File: src/rtl/sdram_port_arbiter_pkg.sv
// Shared types for the SDRAM port arbiter: FSM state encoding and round-robin pick.
// Latency: rr_pick is purely combinational.
// Backpressure: none here; the arbiter FSM owns all flow control.
package sdram_arb_pkg;

  localparam int MAX_PORT = 4;  // widest supported requester count
  localparam int GW       = 2;  // grant index width covering MAX_PORT

  typedef enum logic [1:0] {
    ARB_IDLE,
    ARB_WAIT,
    ARB_HOLD
  } arb_state_t;

  typedef struct packed {
    logic          vld;
    logic [GW-1:0] idx;
  } rr_pick_t;

  // First pending port found searching upward from last_grant+1, wrapping at nport.
  function automatic rr_pick_t rr_pick(input logic [MAX_PORT-1:0] pending,
                                       input logic [GW-1:0]       last_grant,
                                       input int                  nport);
    rr_pick_t r;
    int       j;
    r = '0;
    for (int k = 1; k <= MAX_PORT; k++) begin
      j = (int'(last_grant) + k) % nport;
      if (k <= nport && !r.vld && pending[j]) begin
        r.vld = 1'b1;
        r.idx = GW'(j);
      end
    end
    return r;
  endfunction

endpackage

File: src/rtl/sdram_port_arbiter_if.sv
// Bundle of the per-requester toggle ports and the single downstream SDRAM port.
// Latency: wires only.
// Backpressure: toggle handshake; a request stays pending while req != ack.
// slave  : arbiter side (consumes p_* requests, drives mem_* and acks)
// master : environment side (requesters plus the SDRAM controller)
interface sdram_port_arbiter_if #(
  parameter int NPORT = 3,
  parameter int AW    = 22
);
  logic [NPORT-1:0]    p_req;
  logic [NPORT-1:0]    p_ack;
  logic [NPORT-1:0]    p_lock;
  logic [NPORT*AW-1:0] p_addr;
  logic [NPORT-1:0]    p_we;
  logic [NPORT*2-1:0]  p_ds;
  logic [NPORT*16-1:0] p_din;
  logic [NPORT*16-1:0] p_dout;
  logic                mem_req;
  logic                mem_req_ack;
  logic [AW-1:0]       mem_addr;
  logic                mem_we;
  logic [1:0]          mem_ds;
  logic [15:0]         mem_din;
  logic [15:0]         mem_dout;

  modport slave (
    input  p_req, p_lock, p_addr, p_we, p_ds, p_din, mem_req_ack, mem_dout,
    output p_ack, p_dout, mem_req, mem_addr, mem_we, mem_ds, mem_din
  );

  modport master (
    output p_req, p_lock, p_addr, p_we, p_ds, p_din, mem_req_ack, mem_dout,
    input  p_ack, p_dout, mem_req, mem_addr, mem_we, mem_ds, mem_din
  );
endinterface

File: src/rtl/sdram_rr_picker.sv
// Round-robin selector over NPORT pending bits, starting after last_grant.
// Latency: combinational.
// Backpressure: none; pick_vld simply reports whether anyone is pending.
// Ports: pending[NPORT] in, last_grant in, pick_vld/pick_idx out.
module sdram_rr_picker
  import sdram_arb_pkg::*;
#(
  parameter int NPORT = 3
) (
  input  logic [NPORT-1:0] pending,
  input  logic [GW-1:0]    last_grant,
  output logic             pick_vld,
  output logic [GW-1:0]    pick_idx
);

  logic [MAX_PORT-1:0] pend_w;
  rr_pick_t            pick;

  always_comb begin
    pend_w              = '0;
    pend_w[NPORT-1:0]   = pending;
    pick                = rr_pick(pend_w, last_grant, NPORT);
  end

  assign pick_vld = pick.vld;
  assign pick_idx = pick.idx;

endmodule

File: src/rtl/sdram_port_arbiter.sv
// Shares one toggle-handshake SDRAM controller port among NPORT requesters (round-robin + lock).
// Latency: pending seen in IDLE -> mem_req toggles next cycle; downstream ack -> p_ack/p_dout next cycle.
// Backpressure: single outstanding downstream access; other requesters stay pending until granted.
// Ports: clk, reset (sync, active-high), bus (slave modport: p_* requester side, mem_* controller side).
module sdram_port_arbiter
  import sdram_arb_pkg::*;
#(
  parameter int NPORT        = 3,
  parameter int AW           = 22,
  parameter int LOCK_TIMEOUT = 15
) (
  input  logic                 clk,
  input  logic                 reset,
  sdram_port_arbiter_if.slave  bus
);

  localparam int CW = $clog2(LOCK_TIMEOUT + 2);

  arb_state_t       state, state_nxt;
  logic [GW-1:0]    grant, last_grant;
  logic [CW-1:0]    lock_cnt, lock_cnt_nxt;
  logic [NPORT-1:0] pending;
  logic             pick_vld;
  logic [GW-1:0]    pick_idx;
  logic             issue, complete;
  logic [GW-1:0]    issue_port;

  assign pending = bus.p_req ^ bus.p_ack;

  sdram_rr_picker #(.NPORT(NPORT)) u_picker (
    .pending    (pending),
    .last_grant (last_grant),
    .pick_vld   (pick_vld),
    .pick_idx   (pick_idx)
  );

  always_comb begin
    state_nxt    = state;
    lock_cnt_nxt = lock_cnt;
    issue        = 1'b0;
    issue_port   = grant;
    complete     = 1'b0;
    case (state)
      ARB_IDLE: begin
        if (pick_vld) begin
          issue      = 1'b1;
          issue_port = pick_idx;
          state_nxt  = ARB_WAIT;
        end
      end
      ARB_WAIT: begin
        if (bus.mem_req_ack == bus.mem_req) begin
          complete     = 1'b1;
          lock_cnt_nxt = '0;
          state_nxt    = bus.p_lock[grant] ? ARB_HOLD : ARB_IDLE;
        end
      end
      ARB_HOLD: begin
        // The owner's request wins even in the cycle the lock would otherwise expire.
        if (pending[grant]) begin
          issue        = 1'b1;
          lock_cnt_nxt = '0;
          state_nxt    = ARB_WAIT;
        end else if (!bus.p_lock[grant] || lock_cnt == CW'(LOCK_TIMEOUT)) begin
          lock_cnt_nxt = '0;
          state_nxt    = ARB_IDLE;
        end else begin
          lock_cnt_nxt = lock_cnt + 1'b1;
        end
      end
      default: state_nxt = ARB_IDLE;
    endcase
  end

  always_ff @(posedge clk) begin
    if (reset) begin
      state        <= ARB_IDLE;
      grant        <= '0;
      last_grant   <= GW'(NPORT - 1);
      lock_cnt     <= '0;
      bus.mem_req  <= 1'b0;
      bus.mem_addr <= '0;
      bus.mem_we   <= 1'b0;
      bus.mem_ds   <= '0;
      bus.mem_din  <= '0;
      bus.p_ack    <= '0;
      bus.p_dout   <= '0;
    end else begin
      state    <= state_nxt;
      lock_cnt <= lock_cnt_nxt;
      if (issue) begin
        bus.mem_addr <= bus.p_addr[issue_port*AW +: AW];
        bus.mem_we   <= bus.p_we[issue_port];
        bus.mem_ds   <= bus.p_ds[issue_port*2 +: 2];
        bus.mem_din  <= bus.p_din[issue_port*16 +: 16];
        bus.mem_req  <= ~bus.mem_req;
        grant        <= issue_port;
        last_grant   <= issue_port;
      end
      if (complete) begin
        // Writes capture too; their returned data is don't-care for the requester.
        bus.p_dout[grant*16 +: 16] <= bus.mem_dout;
        bus.p_ack[grant]           <= ~bus.p_ack[grant];
      end
    end
  end

endmodule

File: src/flat_wrapper.sv
// flat-port wrapper written by rule: the top's interface ports become plain ports
module sdram_port_arbiter_flat import sdram_arb_pkg::*;
#(
  parameter int NPORT        = 3,
  parameter int AW           = 22,
  parameter int LOCK_TIMEOUT = 15
)
  (clk, reset, bus_p_req, bus_p_lock, bus_p_addr, bus_p_we, bus_p_ds, bus_p_din, bus_mem_req_ack, bus_mem_dout, bus_p_ack, bus_p_dout, bus_mem_req, bus_mem_addr, bus_mem_we, bus_mem_ds, bus_mem_din);
  sdram_port_arbiter_if #(.NPORT(NPORT), .AW(AW)) bus_i ();
  input  logic clk;
  input  logic reset;
  input wire logic [$bits(bus_i.p_req)-1:0] bus_p_req;
  input wire logic [$bits(bus_i.p_lock)-1:0] bus_p_lock;
  input wire logic [$bits(bus_i.p_addr)-1:0] bus_p_addr;
  input wire logic [$bits(bus_i.p_we)-1:0] bus_p_we;
  input wire logic [$bits(bus_i.p_ds)-1:0] bus_p_ds;
  input wire logic [$bits(bus_i.p_din)-1:0] bus_p_din;
  input wire logic [$bits(bus_i.mem_req_ack)-1:0] bus_mem_req_ack;
  input wire logic [$bits(bus_i.mem_dout)-1:0] bus_mem_dout;
  output wire logic [$bits(bus_i.p_ack)-1:0] bus_p_ack;
  output wire logic [$bits(bus_i.p_dout)-1:0] bus_p_dout;
  output wire logic [$bits(bus_i.mem_req)-1:0] bus_mem_req;
  output wire logic [$bits(bus_i.mem_addr)-1:0] bus_mem_addr;
  output wire logic [$bits(bus_i.mem_we)-1:0] bus_mem_we;
  output wire logic [$bits(bus_i.mem_ds)-1:0] bus_mem_ds;
  output wire logic [$bits(bus_i.mem_din)-1:0] bus_mem_din;
  assign bus_i.p_req = bus_p_req;
  assign bus_i.p_lock = bus_p_lock;
  assign bus_i.p_addr = bus_p_addr;
  assign bus_i.p_we = bus_p_we;
  assign bus_i.p_ds = bus_p_ds;
  assign bus_i.p_din = bus_p_din;
  assign bus_i.mem_req_ack = bus_mem_req_ack;
  assign bus_i.mem_dout = bus_mem_dout;
  assign bus_p_ack = bus_i.p_ack;
  assign bus_p_dout = bus_i.p_dout;
  assign bus_mem_req = bus_i.mem_req;
  assign bus_mem_addr = bus_i.mem_addr;
  assign bus_mem_we = bus_i.mem_we;
  assign bus_mem_ds = bus_i.mem_ds;
  assign bus_mem_din = bus_i.mem_din;
  sdram_port_arbiter #(.NPORT(NPORT), .AW(AW), .LOCK_TIMEOUT(LOCK_TIMEOUT)) u_core (.clk(clk), .reset(reset), .bus(bus_i));
endmodule
File: config.mk
export PLATFORM = sky130hd
export DESIGN_NAME = sdram_port_arbiter_flat
export DESIGN_NICKNAME = d
export VERILOG_FILES = /design/src/rtl/sdram_port_arbiter_pkg.sv /design/src/rtl/sdram_port_arbiter_if.sv /design/src/rtl/sdram_rr_picker.sv /design/src/rtl/sdram_port_arbiter.sv /design/src/flat_wrapper.sv
export SDC_FILE = /design/constraint.sdc
export NUM_CORES = 1
export LEC_CHECK = 0
export CAP_MARGIN = 30
export CORE_AREA = 2 2 178 93
export CTS_CLUSTER_DIAMETER = 30
export DETAILED_ROUTE_END_ITERATION = 8
export DIE_AREA = 0 0 180 95
export PLACE_DENSITY = 0.81
export SYNTH_ARGS = -nofsm -noshare
export SYNTH_HDL_FRONTEND = slang
export SYNTH_SLANG_ARGS = --single-unit
export TNS_END_PERCENT = 20
File: constraint.sdc
create_clock -name clk -period 3.1 [get_ports clk]
set_input_delay 0.62 -clock clk [delete_from_list [all_inputs] [get_ports clk]]
set_output_delay 0.62 -clock clk [all_outputs]
set_load 0.01 [all_outputs]
==> flow_summary.ini, run 1 <==
[clock_tree]
clk_latency_ps = 350
cts_tree = done
holdBufCountCts = 0
clock_sinks = 103
cts_buffers = 9
cts_max_path_buffers = 2
cts_resized = 0
cts_root_buf = clkbuf_16
htreeDepth = 3
post_cts_buffers = 0
clkSlewWorstSetupHoldPaths_ps = 70

[global_route]
antenna_found_initial = 1
use_met2_pct = 41.1
use_met3_pct = 6.56
grt_max_degree = 83
gr-max-usage-layer = met1
grt_use_met1_pct = 41.4
grt-ovfl-total = 0
grt_pass1_vias = 7180
track_usage_pct = 28.0
grt_pass1_wl_um = 38700

[critical_path]
crit_type = flip-flop to flip-flop
cp.arrival_ps = 3160
critPathLaunch = u_core.last_grant[0]
crit_required_ps = 3370
crit_path_end_kind = flip-flop
reg2reg_slack_ps = 210
crit_fanout = 82
max_stage_delay_ps = 510
crit_slowest_cell = or3_2
rr_startpoint = u_core.last_grant[0]
reg2regPathDepth = 9
crit_end = u_core.bus.mem_din[8]
r2r-end = u_core.bus.mem_din[8]
critical_path.cell_chain = inv_1 -> ha_1 -> or3_1 -> o21ai_1 -> a221o_1 -> or3_2 -> buf_12 -> o221a_1 -> o22ai_2
cp-start-kind = flip-flop

[sta]
clock_skew_ps = 11.1
whs_ps = 454
rsz0062_at_grt = no
setup_viol = 0
worstMarginPinSlew_ps = 618
post-route-min-period_ps = 2890
min_period_over_period_pct = 93.1
max_freq_ghz = 0.346
fin_ws_ps = 213
relSlewSlack_pct = 58.8
maxSlewViolCount = 0
hold_viol = 0

[route]
vias_per_cell = 5.98
avgRoutedWirePerCell_um = 18.8
routed_wirelength_um = 24900
first_iter_violations = 671
ant_nets = 0
drc = 0
first_pass_iters = 5
route.vias.total = 7911

[finish]
final_area_um2 = 10300
fin_util_pct = 65.5
area_growth_pct = 44.3
stdcell_count = 1322
final_nets = 1266
antenna_cells = 0
drive_gt1_share_pct = 10.9

[synth]
ys_warn_count = 0
synth-edff-count = 0
synth_flop_cell = dfxtp_1
async_flop_share_pct = 0
yosysSeqAreaShare_pct = 28.9
netlist_instances = 899
avgSynthCellArea_um2 = 7.94
synth_area_um2 = 7140
synth-seq-cells = 103
synth_cell_types = 45
synth_nets = 1057

[place]
dpl.cell_count = 1307
placed_area_um2 = 10000
place.gp.congestion = 0.848
hpwl_um = 17300
preCtsSetupSlack_ps = -89.2
portBuffers = 240

[die]
dieArea_um2 = 17100
core_um2 = 15700
rows = 33
dieHeight_um = 95
die_w_um = 180
ios = 241
start_util_pct = 45.4

[power]
ir_worst_vdd_v = 0.000785
leakage_nw = 3.93
p_sw_mw = 4.58
pwr-share-comb_pct = 70.1
pwr_density_cell_nw_per_um2 = 991
p_sw_share_pct = 44.9
seqPwrFrac_pct = 18.9
p_int_mw = 5.62
p_clk_share_pct = 11.0

[outcome]
status = complete, no violations

[hold_path]
hp-class = flip-flop to flip-flop

[run]
drv_cap = 0
## power groups by stage
stage,Clock (mW),Sequential (mW),Combinational [mW]
final,1.12,1.93,7.15
after global routing,1.18,1.98,7.67
after CTS,1.13,1.93,7.09
after detailed placement,0,1.95,7.05
after global placement,0,1.95,6.93
after floorplan,0,2.03,4.49
## worst max-delay path: cells and delay by family, from the launching register on
| family | cells | cell delay (ps) |
|---|---|---|
| AO/OA/AOI/OAI | 4 | 900 |
| AND/OR/NAND/NOR | 2 | 720 |
| buffers and inverters | 2 | 460 |
| flip-flops | 1 | 340 |
| adder cells (fa/ha/maj) | 1 | 340 |
## cell usage in the layout (no fill, tap or decap), types with 41 or more instances in the layout
master,instances
and4_1,42
o2111ai_1,41
mux2i_1,48
nand2_1,140
a21oi_1,51
nand3_1,48
clkdlybuf4s50_1,239
a311oi_1,41
dfxtp_1,101
inv_1,84
o21ai_0,45
## per-stage QoR
stage | power [mW] | TNS (ps)
after CTS | 10.1 | 0
final | 10.2 | 0
after detailed placement | 9.01 | -2040
after floorplan | 6.53 | 0
after global routing | 10.8 | 0
after global placement | 8.88 | 0
## final cells by class
type / count / area [µm²]
clock buffer: 9 / 225
tap: 210 / 263
sequential: 103 / 2060
inverter: 86 / 323
multi-input combinational: 618 / 4450
fill: 1295 / 5430
timing repair buffer: 290 / 2920
clock inverter: 6 / 53.8
## how the worst min path moves through the flow
stage	depth (start not counted)	end	startpoint	slack, ps
2_1_floorplan	2	u_core.lock_cnt[4]	u_core.lock_cnt[4]	470
3_3_place_gp	2	u_core.bus.p_dout[42]	u_core.bus.p_dout[42]	440
3_5_place_dp	2	u_core.bus.p_dout[13]	u_core.bus.p_dout[13]	440
4_1_cts	2	u_core.bus.p_dout[13]	u_core.bus.p_dout[13]	450
5_1_grt	2	u_core.bus.p_dout[45]	u_core.bus.p_dout[45]	480
6_report	2	u_core.bus.p_dout[24]	u_core.bus.p_dout[24]	450
## kinds of logic after synthesis
| group | count (synthesis) | synth area share (%) |
|---|---|---|
| compound gates | 279 | 32.2 |
| simple gates | 269 | 18.9 |
| buf+inv | 178 | 10.1 |
| flops | 103 | 28.9 |
| mux | 48 | 6.73 |
| fa+ha+maj | 12 | 2.03 |
| xor+xnor | 10 | 1.23 |
## flip-flops by register name, indices dropped and copies added, names as in the netlist
name	flops
u_core.bus.mem_addr	22
u_core.bus.mem_din	16
u_core.bus.mem_ds	2
u_core.bus.mem_req	1
u_core.bus.mem_we	1
u_core.bus.p_ack	3
u_core.bus.p_dout	48
u_core.grant	1
u_core.last_grant	2
u_core.lock_cnt	5
u_core.state	2
## cell usage after synthesis, types with 3 or more instances
cell	count	share of area, %
a211oi_1	3	0.32
a21o_1	3	0.32
a21oi_1	52	3.6
a311oi_1	41	5.0
and2_1	6	0.53
and4_1	42	5.2
buf_1	5	0.26
buf_2	9	0.63
buf_6	5	0.79
clkbuf_1	72	3.8
dfxtp_1	103	29
ha_1	10	1.8
inv_1	85	4.5
mux2i_1	48	6.7
nand2_1	140	7.4
nand2b_1	3	0.26
nand3_1	48	3.4
nor2_1	15	0.79
nor3b_1	3	0.32
o2111ai_1	41	5.0
o21ai_0	45	3.2
o21ai_1	5	0.35
o221a_1	38	6.0
o22ai_1	3	0.26
o22ai_2	38	6.7
xnor2_1	5	0.61
xor2_1	5	0.61
## layer usage
layer / vias to the layer above / wire (µm)
li1: 3757 / -
met1: 3754 / 11800
met2: 379 / 10500
met3: 21 / 2410
met4: 0 / 206
met5: - / 0
Power figures use the tool's default switching activity.
==> inputs of run 2 (changes only) <==
--- a/config.mk
+++ b/config.mk
@@ -7,7 +7,6 @@
 export LEC_CHECK = 0
 export CAP_MARGIN = 30
 export CORE_AREA = 2 2 178 93
-export CTS_CLUSTER_DIAMETER = 30
 export DETAILED_ROUTE_END_ITERATION = 8
 export DIE_AREA = 0 0 180 95
 export PLACE_DENSITY = 0.81
==> results of run 2 <==
Same layout as run 1: the final DEF is identical, and so are final timing and power.
